[src/rtl/decoder.sv]
// RV32I instruction decoder: field split, control strobes, ALU/extension class, raw immediate.
// Define DECODER_OUT_REG_EN to register every decode output, giving one cycle of latency.
module decoder #(
    parameter int DATA_WIDTH = 32,
    localparam int RW = $clog2(DATA_WIDTH)
) (
    input  logic                  clk,
    input  logic                  rst,
    input  logic [DATA_WIDTH-1:0] instruction,
    output logic [6:0]            opcode,
    output logic [2:0]            f3,
    output logic [6:0]            f7,
    output logic [RW-1:0]         rs1,
    output logic [RW-1:0]         rs2,
    output logic [RW-1:0]         rd,
    output logic [2:0]            alu_op,
    output logic [2:0]            sx_op,
    output logic                  mem_read,
    output logic                  mem_write,
    output logic                  reg_write,
    output logic [DATA_WIDTH-1:0] unextended_data,
    output logic                  illegal,
    output logic                  illegal_seen
);

    localparam logic [6:0] OPC_LOAD   = 7'b0000011;
    localparam logic [6:0] OPC_STORE  = 7'b0100011;
    localparam logic [6:0] OPC_JAL    = 7'b1101111;
    localparam logic [6:0] OPC_JALR   = 7'b1100111;
    localparam logic [6:0] OPC_BRANCH = 7'b1100011;
    localparam logic [6:0] OPC_OP_IMM = 7'b0010011;
    localparam logic [6:0] OPC_OP     = 7'b0110011;
    localparam logic [6:0] OPC_LUI    = 7'b0110111;
    localparam logic [6:0] OPC_AUIPC  = 7'b0010111;

    localparam logic [2:0] ALU_ADD    = 3'b000;
    localparam logic [2:0] ALU_R      = 3'b001;
    localparam logic [2:0] ALU_I      = 3'b010;
    localparam logic [2:0] ALU_BRANCH = 3'b011;
    localparam logic [2:0] ALU_LUI    = 3'b100;
    localparam logic [2:0] ALU_AUIPC  = 3'b101;
    localparam logic [2:0] ALU_INV    = 3'b111;

    localparam logic [2:0] SX_I12  = 3'b000;
    localparam logic [2:0] SX_B13  = 3'b010;
    localparam logic [2:0] SX_UPP  = 3'b011;
    localparam logic [2:0] SX_NONE = 3'b101;
    localparam logic [2:0] SX_J21  = 3'b110;
    localparam logic [2:0] SX_INV  = 3'b111;

    localparam logic [6:0] F7_BASE = 7'b0000000;
    localparam logic [6:0] F7_ALT  = 7'b0100000;

    logic [6:0]            fld_opcode;
    logic [2:0]            fld_f3;
    logic [6:0]            fld_f7;
    logic [RW-1:0]         fld_rs1;
    logic [RW-1:0]         fld_rs2;
    logic [RW-1:0]         fld_rd;

    logic [6:0]            opcode_d;
    logic [2:0]            f3_d;
    logic [6:0]            f7_d;
    logic [RW-1:0]         rs1_d;
    logic [RW-1:0]         rs2_d;
    logic [RW-1:0]         rd_d;
    logic [2:0]            alu_op_d;
    logic [2:0]            sx_op_d;
    logic                  mem_read_d;
    logic                  mem_write_d;
    logic                  reg_write_d;
    logic [DATA_WIDTH-1:0] imm_d;
    logic                  illegal_d;
    logic                  valid;

    logic                  illegal_seen_d;
    logic                  illegal_seen_q;

    assign fld_opcode = instruction[6:0];
    assign fld_f3     = instruction[14:12];
    assign fld_f7     = instruction[31:25];
    assign fld_rs1    = instruction[19:15];
    assign fld_rs2    = instruction[24:20];
    assign fld_rd     = instruction[11:7];

    // Everything except opcode starts at the invalid pattern; a format only
    // overwrites it once its funct constraints have been met.
    always_comb begin
        opcode_d    = fld_opcode;
        f3_d        = '0;
        f7_d        = '0;
        rs1_d       = '0;
        rs2_d       = '0;
        rd_d        = '0;
        alu_op_d    = ALU_INV;
        sx_op_d     = SX_INV;
        mem_read_d  = 1'b0;
        mem_write_d = 1'b0;
        reg_write_d = 1'b0;
        imm_d       = '0;
        valid       = 1'b0;

        case (fld_opcode)
            OPC_LOAD: begin
                if (fld_f3 inside {3'b000, 3'b001, 3'b010, 3'b100, 3'b101}) begin
                    valid        = 1'b1;
                    alu_op_d     = ALU_ADD;
                    sx_op_d      = SX_I12;
                    mem_read_d   = 1'b1;
                    reg_write_d  = 1'b1;
                    f3_d         = fld_f3;
                    rs1_d        = fld_rs1;
                    rd_d         = fld_rd;
                    imm_d[11:0]  = instruction[31:20];
                end
            end
            OPC_STORE: begin
                if (fld_f3 inside {3'b000, 3'b001, 3'b010}) begin
                    valid        = 1'b1;
                    alu_op_d     = ALU_ADD;
                    sx_op_d      = SX_I12;
                    mem_write_d  = 1'b1;
                    f3_d         = fld_f3;
                    rs1_d        = fld_rs1;
                    rs2_d        = fld_rs2;
                    imm_d[11:0]  = {instruction[31:25], instruction[11:7]};
                end
            end
            OPC_JAL: begin
                valid        = 1'b1;
                alu_op_d     = ALU_ADD;
                sx_op_d      = SX_J21;
                reg_write_d  = 1'b1;
                rd_d         = fld_rd;
                imm_d[20:0]  = {instruction[31], instruction[19:12], instruction[20],
                                instruction[30:21], 1'b0};
            end
            OPC_JALR: begin
                if (fld_f3 == 3'b000) begin
                    valid        = 1'b1;
                    alu_op_d     = ALU_ADD;
                    sx_op_d      = SX_I12;
                    reg_write_d  = 1'b1;
                    f3_d         = fld_f3;
                    rs1_d        = fld_rs1;
                    rd_d         = fld_rd;
                    imm_d[11:0]  = instruction[31:20];
                end
            end
            OPC_BRANCH: begin
                if (!(fld_f3 inside {3'b010, 3'b011})) begin
                    valid        = 1'b1;
                    alu_op_d     = ALU_BRANCH;
                    sx_op_d      = SX_B13;
                    f3_d         = fld_f3;
                    rs1_d        = fld_rs1;
                    rs2_d        = fld_rs2;
                    imm_d[12:0]  = {instruction[31], instruction[7], instruction[30:25],
                                    instruction[11:8], 1'b0};
                end
            end
            OPC_OP_IMM: begin
                // Shifts carry funct7 in the upper immediate bits and must check it.
                if ((fld_f3 == 3'b001 && fld_f7 == F7_BASE) ||
                    (fld_f3 == 3'b101 && (fld_f7 == F7_BASE || fld_f7 == F7_ALT)) ||
                    (fld_f3 != 3'b001 && fld_f3 != 3'b101)) begin
                    valid        = 1'b1;
                    alu_op_d     = ALU_I;
                    sx_op_d      = SX_I12;
                    reg_write_d  = 1'b1;
                    f3_d         = fld_f3;
                    rs1_d        = fld_rs1;
                    rd_d         = fld_rd;
                    imm_d[11:0]  = instruction[31:20];
                    if (fld_f3 == 3'b001 || fld_f3 == 3'b101) begin
                        f7_d = fld_f7;
                    end
                end
            end
            OPC_OP: begin
                if (fld_f7 == F7_BASE ||
                    (fld_f7 == F7_ALT && (fld_f3 == 3'b000 || fld_f3 == 3'b101))) begin
                    valid        = 1'b1;
                    alu_op_d     = ALU_R;
                    sx_op_d      = SX_NONE;
                    reg_write_d  = 1'b1;
                    f3_d         = fld_f3;
                    f7_d         = fld_f7;
                    rs1_d        = fld_rs1;
                    rs2_d        = fld_rs2;
                    rd_d         = fld_rd;
                end
            end
            OPC_LUI, OPC_AUIPC: begin
                valid        = 1'b1;
                alu_op_d     = (fld_opcode == OPC_LUI) ? ALU_LUI : ALU_AUIPC;
                sx_op_d      = SX_UPP;
                reg_write_d  = 1'b1;
                rd_d         = fld_rd;
                imm_d[19:0]  = instruction[31:12];
            end
            default: begin
                valid = 1'b0;
            end
        endcase

        illegal_d = !valid;
    end

`ifdef DECODER_OUT_REG_EN
    logic [6:0]            opcode_q;
    logic [2:0]            f3_q;
    logic [6:0]            f7_q;
    logic [RW-1:0]         rs1_q;
    logic [RW-1:0]         rs2_q;
    logic [RW-1:0]         rd_q;
    logic [2:0]            alu_op_q;
    logic [2:0]            sx_op_q;
    logic                  mem_read_q;
    logic                  mem_write_q;
    logic                  reg_write_q;
    logic [DATA_WIDTH-1:0] imm_q;
    logic                  illegal_q;

    // Reset loads the invalid pattern with opcode cleared rather than raw.
    always_ff @(posedge clk) begin
        if (rst) begin
            opcode_q    <= '0;
            f3_q        <= '0;
            f7_q        <= '0;
            rs1_q       <= '0;
            rs2_q       <= '0;
            rd_q        <= '0;
            alu_op_q    <= ALU_INV;
            sx_op_q     <= SX_INV;
            mem_read_q  <= 1'b0;
            mem_write_q <= 1'b0;
            reg_write_q <= 1'b0;
            imm_q       <= '0;
            illegal_q   <= 1'b0;
        end else begin
            opcode_q    <= opcode_d;
            f3_q        <= f3_d;
            f7_q        <= f7_d;
            rs1_q       <= rs1_d;
            rs2_q       <= rs2_d;
            rd_q        <= rd_d;
            alu_op_q    <= alu_op_d;
            sx_op_q     <= sx_op_d;
            mem_read_q  <= mem_read_d;
            mem_write_q <= mem_write_d;
            reg_write_q <= reg_write_d;
            imm_q       <= imm_d;
            illegal_q   <= illegal_d;
        end
    end

    assign opcode          = opcode_q;
    assign f3              = f3_q;
    assign f7              = f7_q;
    assign rs1             = rs1_q;
    assign rs2             = rs2_q;
    assign rd              = rd_q;
    assign alu_op          = alu_op_q;
    assign sx_op           = sx_op_q;
    assign mem_read        = mem_read_q;
    assign mem_write       = mem_write_q;
    assign reg_write       = reg_write_q;
    assign unextended_data = imm_q;
    assign illegal         = illegal_q;
`else
    assign opcode          = opcode_d;
    assign f3              = f3_d;
    assign f7              = f7_d;
    assign rs1             = rs1_d;
    assign rs2             = rs2_d;
    assign rd              = rd_d;
    assign alu_op          = alu_op_d;
    assign sx_op           = sx_op_d;
    assign mem_read        = mem_read_d;
    assign mem_write       = mem_write_d;
    assign reg_write       = reg_write_d;
    assign unextended_data = imm_d;
    assign illegal         = illegal_d;
`endif

    // Sticky flag follows whichever illegal is presented on the port.
    always_comb begin
        illegal_seen_d = illegal_seen_q | illegal;
    end

    always_ff @(posedge clk) begin
        if (rst) begin
            illegal_seen_q <= 1'b0;
        end else begin
            illegal_seen_q <= illegal_seen_d;
        end
    end

    assign illegal_seen = illegal_seen_q;

endmodule

[config.mk]
export PLATFORM = sky130hd
export DESIGN_NAME = decoder
export DESIGN_NICKNAME = d
export VERILOG_FILES = /design/src/rtl/decoder.sv
export SDC_FILE = /design/constraint.sdc
export NUM_CORES = 1
export LEC_CHECK = 0
export ABC_AREA = 1
export BUFFER_PORTS_ARGS = -buffer_cell sky130_fd_sc_hd__buf_2
export CORE_MARGIN = 5
export CORE_UTILIZATION = 39
export CTS_CLUSTER_SIZE = 8
export DETAILED_ROUTE_END_ITERATION = 6
export MAX_ROUTING_LAYER = met4
export PLACE_DENSITY = 0.77
export RECOVER_POWER = 50
export SETUP_SLACK_MARGIN = 0.05
export SYNTH_ARGS = -nofsm -noshare
export SYNTH_HDL_FRONTEND = slang
export SYNTH_SLANG_ARGS = --single-unit
export TNS_END_PERCENT = 5
[constraint.sdc]
create_clock -name clk -period 1 [get_ports clk]
set_input_delay 0.05 -clock clk [delete_from_list [all_inputs] [get_ports clk]]
set_output_delay 0.05 -clock clk [all_outputs]
set_load 0.1 [all_outputs]
==> results_dict.tcl, run 1 <==
set metrics [dict create \
    die_h_um 74.1 \
    syn_inst 324 \
    first-error "[ERROR DPL-0038] Utilization greater than 100%, impossible to legalize" \
    synth_edf_count 0 \
    synthMuxAreaShare_pct 0 \
    ys_types 30 \
    synth_compound_area_share_pct 17.5 \
    fp.dieW_um 74.1 \
    io_buffers 91 \
    synthAdderAreaFrac_pct 0 \
    synthXorXnorAreaFrac_pct 0 \
    dp_hpwl_um 8930 \
    yosys.area_share.simple_pct 55.4 \
    num_rows 23 \
    cts.repair.resized 41 \
    start_util_pct 40.0 \
    status "stopped before the end" \
    io_pins 109 \
    post-cts-setup-buffers 4 \
    gp_congestion 1.09 \
    haltStage "clock tree synthesis" \
    synth_top_family_by_area "simple AND/OR/NAND/NOR gates" \
    ctsHoldBuffers 0 \
    synth.cell_area_um2 1600 \
    ys_seq_area_share_pct 1.25 \
    synth.largest_area_cell "nand2_1" \
    synth_warnings 0 \
    synth_area_leaders "nand2_1, nor2_1, buf_4, nor3_1, inv_1" \
    yosysMostFrequentCell "nand2_1" \
    syn_avg_cell_area_um2 4.94 \
    netlist.area_leader.share_pct 12.7 \
    synth-seq-cells 1 \
    synth_top_flop_cell "dfxtp_1" \
    yosys-top-cells-count "nand2_1, nor2_1, inv_1" \
    synthArstFlopShare_pct 0 \
]
## cell families after synthesis
kind of cell    after synthesis
simple gates                190
buf+inv                      81
compound gates               51
flops                         1
other cells                   1
## per-stage QoR
stage,TNS [ns],cells,cell area (um2),worst slack (ns)
floorplan,-35.20,340,2010,-0.868
global placement,-24.78,529,3790,-0.628
detailed placement,-29.61,529,3790,-0.728
==> inputs of run 2 (changes only) <==
--- a/config.mk
+++ b/config.mk
@@ -8,13 +8,10 @@
 export ABC_AREA = 1
 export BUFFER_PORTS_ARGS = -buffer_cell sky130_fd_sc_hd__buf_2
 export CORE_MARGIN = 5
-export CORE_UTILIZATION = 39
-export CTS_CLUSTER_SIZE = 8
+export CORE_UTILIZATION = 34
 export DETAILED_ROUTE_END_ITERATION = 6
-export MAX_ROUTING_LAYER = met4
-export PLACE_DENSITY = 0.77
+export PLACE_DENSITY_LB_ADDON = 0.15
 export RECOVER_POWER = 50
-export SETUP_SLACK_MARGIN = 0.05
 export SYNTH_ARGS = -nofsm -noshare
 export SYNTH_HDL_FRONTEND = slang
 export SYNTH_SLANG_ARGS = --single-unit
==> constraint.sdc (replaced) <==
create_clock -name clk -period 1.3 [get_ports clk]
set_input_delay 0.065 -clock clk [delete_from_list [all_inputs] [get_ports clk]]
set_output_delay 0.065 -clock clk [all_outputs]
set_load 0.1 [all_outputs]
==> run 2 against run 1 <==
  * The flow now finishes, with violations (negative setup slack)
  * Synthesized area unchanged
  * Synthesized cell count unchanged
==> results_dict.tcl, run 2 <==
set metrics [dict create \
    status "complete, but fails checks" \
    violations "negative setup slack" \
    path_class "in2out" \
    overflow 0 \
    nets 504 \
    layout_commonest_cell "buf_4" \
    fp.dieW_um 78.6 \
    die_h_um 78.6 \
    drc_errors 0 \
    io_buffers 91 \
    min-delay-path-class "in2reg" \
    layout.cells.non_filler 522 \
    critPathTopFamily "simple AND/OR/NAND/NOR gates" \
    rsz0062_at_grt "true" \
    ys_seq_area_share_pct 1.25 \
    combPwrFrac_pct 96.9 \
    netlist.area_leader.share_pct 12.7 \
    dr.pass1.iters 5 \
    skew_ns 0 \
    start_util_pct 34.4 \
    period_share_pct 127 \
    synth_warnings 0 \
    ctsHoldBuffers 0 \
    synth_edf_count 0 \
    io_pins 109 \
    dp_hpwl_um 6970 \
    grt_pass1_wl_um 12900 \
    finalMaxSlewViolations 0 \
    drive_gt1_share_pct 51.7 \
    drt-vias-per-instance 5.35 \
    p_int_w 0.000313 \
    gp_congestion 0.897 \
    crit_buf_inv 4 \
    crit_arrival_ns 1.59 \
    worst_pin_slew_ns 1.16 \
    grt_max_degree 14 \
    pwr-share-seq_pct 3.1 \
    postLayoutCellArea_um2 3780 \
    clk_latency_ns 0 \
    path_cells "buf_2, nor3_1, buf_4, nand3_2, nand3_4, nor2_4, buf_12, a21oi_4, buf_12" \
    setup_ws_ns -0.351 \
    synth-seq-cells 1 \
    dieArea_um2 6180 \
    synth_top_flop_cell "dfxtp_1" \
    path_clk_slew_ns 0 \
    crit_top_cell "buf_12" \
    num_rows 25 \
    grt_pass1_vias 2662 \
    yosysMostFrequentCell "nand2_1" \
    antenna-diode-count 0 \
    max_slew_margin_pct 23.0 \
    tns_ns -11.02 \
    power.net_switching_w 0.000773 \
    dpl.cell_count 515 \
    worstPathMaxFanout 5 \
    core_area_um2 4660 \
    final_cell_mix "buf_4, buf_12, nand2_1" \
    irDropWorstVdd_uv 414 \
    total_power_w 0.00109 \
    routed_wl_um 8700 \
    syn_inst 324 \
    ys_types 30 \
    syn_avg_cell_area_um2 4.94 \
    p_clk_share_pct 0 \
    placed_cell_area_um2 3560 \
    synth.largest_area_cell "nand2_1" \
    largest_reg_flops 1 \
    cellPowerDensity_nw_per_um2 287 \
    grtUsageTotal_pct 25.6 \
    min_period_ns 1.65 \
    synth_area_leaders "nand2_1, nor2_1, buf_4, nor3_1, inv_1" \
    critPathSlowestCell "nor3_1" \
    setup_violations 50 \
    cp-end-kind "output port" \
    synth.cell_area_um2 1600 \
    leakagePower_nw 1.78 \
    yosys-top-cells-count "nand2_1, nor2_1, inv_1" \
    holdWs_ns 0.227 \
    netSwitchingFraction_pct 71.2 \
    wl_per_cell_um 16.7 \
    startpoint_type "input port" \
    critPathRequiredTime_ns 1.24 \
    antenna_found_initial 0 \
    syn_to_final_growth_pct 136 \
    drv_cap 0 \
    hold_viol_final 0 \
    vias 2793 \
    synthArstFlopShare_pct 0 \
    critPathMaxStageDelay_ns 0.32 \
    ant_nets 0 \
    fill_cells 319 \
    clock.fmax_mhz 606 \
    drt_iter0_markers 263 \
]
==> run 2: final timing paths <==
path	from	to	slack, ns	cells after the start
max	instruction[5]	rs1[4]	-0.35	9
max reg2reg	illegal_seen	illegal_seen	0.76	2
min	rst	illegal_seen	0.23	2
min reg2reg	illegal_seen	illegal_seen	0.46	2
==> run 2: kinds of logic (layout without fill, tap and decap cells) <==
| family | after synthesis | in the layout | synth area share, % |
|---|---|---|---|
| buffers and inverters | 81 | 209 | 25.6 |
| other | 1 | 17 | 0.234 |
| and+or+nand+nor | 190 | 190 | 55.4 |
| DFF | 1 | 1 | 1.25 |
| AOI/OAI and AO/OA | 51 | 51 | 17.5 |
==> run 2: final cells by class <==
cell class / instances / area (um2) / area share (%)
flip-flops and latches: 1 / 20.0 / 0.529
multi-input cells: 258 / 1670 / 44.1
repair buffers: 166 / 1850 / 49.0
well taps: 54 / 67.6 / 1.79
inverters: 43 / 173 / 4.57
==> run 2: layer usage <==
layer	routed length [um]	global-route usage [%]	vias up
met5	0	0	-
met4	202	6.82	0
met3	640	1.61	30
met2	4550	48.7	159
met1	3310	30.6	1282
li1	-	-	1322
==> run 2: repair_timing <==
item / in CTS / in global routing
buffers inserted: 3 / 4
resized for setup: 24 / 21
pin swaps: 13 / 14
setup endpoints to repair: 50 / 51
==> run 2: power groups by stage <==
stage / combinational, W / clock [W] / sequential (W)
2_1_floorplan: 0.000710 / 0 / 0.0000481
3_3_place_gp: 0.000987 / 0 / 0.0000340
3_5_place_dp: 0.000997 / 0 / 0.0000343
4_1_cts: 0.00102 / 0 / 0.0000343
5_1_grt: 0.00109 / 0 / 0.0000344
6_report: 0.00105 / 0 / 0.0000342
==> run 2: metrics by stage <==
step	setup slack (ns)	util, %
floorplan	-0.598	-
global placement	-0.432	76.3
detailed placement	-0.424	76.3
CTS	-0.295	79.0
global route	-0.421	81.1
finish	-0.351	81.1
Power figures use the tool's default switching activity.
==> inputs of run 3 (changes only) <==
--- a/config.mk
+++ b/config.mk
@@ -7,6 +7,7 @@
 export LEC_CHECK = 0
 export ABC_AREA = 1
 export BUFFER_PORTS_ARGS = -buffer_cell sky130_fd_sc_hd__buf_2
+export CORE_ASPECT_RATIO = 0.8
 export CORE_MARGIN = 5
 export CORE_UTILIZATION = 34
 export DETAILED_ROUTE_END_ITERATION = 6
==> run 3 against run 2 <==
  * The run still ends with negative setup slack left
  * Utilization up 6.9 points
  * Critical path depth up 1
  * Fmax rose by 1.8%
==> results_dict.tcl, run 3 (same netlist as run 2, synthesis figures left out) <==
set metrics [dict create \
    wl_per_cell_um 17.5 \
    skew_ns 0 \
    antenna_found_initial 0 \
    core_area_um2 4570 \
    antenna-diode-count 0 \
    crit_arrival_ns 1.56 \
    drt_iter0_markers 434 \
    start_util_pct 35.0 \
    ant_nets 0 \
    fp.dieW_um 86.7 \
    drive_gt1_share_pct 56.8 \
    worst_pin_slew_ns 0.561 \
    worstPathMaxFanout 9 \
    holdPathStages 2 \
    drc_errors 0 \
    critPathRequiredTime_ns 1.24 \
    drv_cap 0 \
    num_rows 22 \
    routed_wl_um 9340 \
    rsz0062_at_grt "true" \
    total_power_w 0.00114 \
    path_cells "buf_2, buf_4, a21oi_4, buf_4, inv_2, buf_12, nor3_1, nor3_1, nand4_1, buf_12" \
    grt_pass1_vias 2765 \
    rrSetupSlack_ns 0.75 \
    status "complete, but fails checks" \
    vias 2938 \
    regArea_um2 20.0 \
    die_h_um 71.4 \
    grtUsageTotal_pct 25.7 \
    dr.pass1.iters 5 \
    syn_to_final_growth_pct 151 \
    min-delay-path-class "in2reg" \
    dieArea_um2 6190 \
    hold_viol_final 0 \
    reg2reg_depth 2 \
    irDropWorstVdd_uv 449 \
    clk_latency_ns 0 \
    hold_start "rst" \
    r2r-end "illegal_seen" \
    io_buffers 91 \
    overflow 0 \
    startpoint_type "input port" \
    cellPowerDensity_nw_per_um2 282 \
    violations "negative setup slack" \
    layout_commonest_cell "buf_4" \
    drt-vias-per-instance 5.49 \
    min_period_ns 1.62 \
    finalMaxSlewViolations 0 \
    gp_congestion 1.01 \
    path_class "in2out" \
    multi_input_area_um2 1810 \
    path_clk_slew_ns 0 \
    leakagePower_nw 1.84 \
    grt_pass1_wl_um 13100 \
    nets 511 \
    clock.fmax_mhz 616 \
    setup_violations 50 \
    max_slew_margin_pct 62.8 \
    grt_max_degree 14 \
    cp-end-kind "output port" \
    largest_reg_flops 1 \
    fill_cells 232 \
    critPathMaxStageDelay_ns 0.25 \
    setup_ws_ns -0.323 \
    critPathSlowestCell "nor3_1" \
    rr_startpoint "illegal_seen" \
    final_cell_mix "buf_4, buf_12, nor2_1" \
    io_pins 109 \
    period_share_pct 125 \
    ctsHoldBuffers 0 \
    holdPathEnd "illegal_seen" \
    dp_hpwl_um 6880 \
    pre_cts_ws_ns -0.398 \
]
==> run 3: cell count changes in the layout (fill, tap and decap cells not counted), moves of 5 or more <==
cell and delta:
nand2_1 -6, buf_6 +7, nand2_2 +6, nor3_1 -5
==> run 3: where the power goes <==
part           internal, W  switching, W  leakage, nW   total, W
combinational     0.000295      0.000807         1.83    0.00110
clock                    0             0            0          0
sequential       0.0000333   0.000000914      0.00844  0.0000342
total             0.000329      0.000808         1.84    0.00114
==> run 3: worst max path at each step <==
stage | slack (ns) | end | startpoint
after global routing | -0.38 | unextended_data[1] | instruction[0]
after detailed placement | -0.40 | rs2[3] | instruction[2]
after floorplan | -0.60 | rs1[0] | instruction[12]
final | -0.32 | unextended_data[1] | instruction[12]
after global placement | -0.35 | rs2[1] | instruction[5]
after CTS | -0.29 | f7[5] | instruction[29]
==> run 3: repair_timing <==
item	in CTS	in global routing
resized for setup	40	44
hold endpoints to repair	0	0
endpoints found under the setup margin	51	51
pin swaps	25	17
setup buffers	6	3
==> run 3: stage by stage <==
stage	cell area, um2	TNS (ns)	cells	hold slack [ns]	utilization, %
final	4020	-10.27	535	0.236	88.1
after detailed placement	3620	-13.07	527	0.241	79.2
after CTS	3810	-10.80	532	0.240	83.5
after global routing	4020	-13.72	535	0.248	88.1
after floorplan	2010	-21.82	340	0.137	-
after global placement	3620	-11.45	527	0.223	79.2
==> run 3: layer usage <==
layer	wire [um]	share of wire, %	GRT usage, %	up-vias
li1	-	-	-	1339
met3	954	10	4.02	38
met4	306	3.3	4.33	0
met5	0	0	0	-
met1	3690	39	33.9	1347
met2	4390	47	44.7	214
==> run 3: layout make-up <==
type / count / share of cell area (%)
repair buffers: 173 / 48.3
multi-input cells: 258 / 45.1
inverters: 43 / 4.29
well taps: 60 / 1.87
flip-flops and latches: 1 / 0.498
==> run 3: critical path: cells and delay by family <==
family	cells	cell delay (ns)
buf+inv	6	0.83
simple gates	3	0.47
compound gates	1	0.17
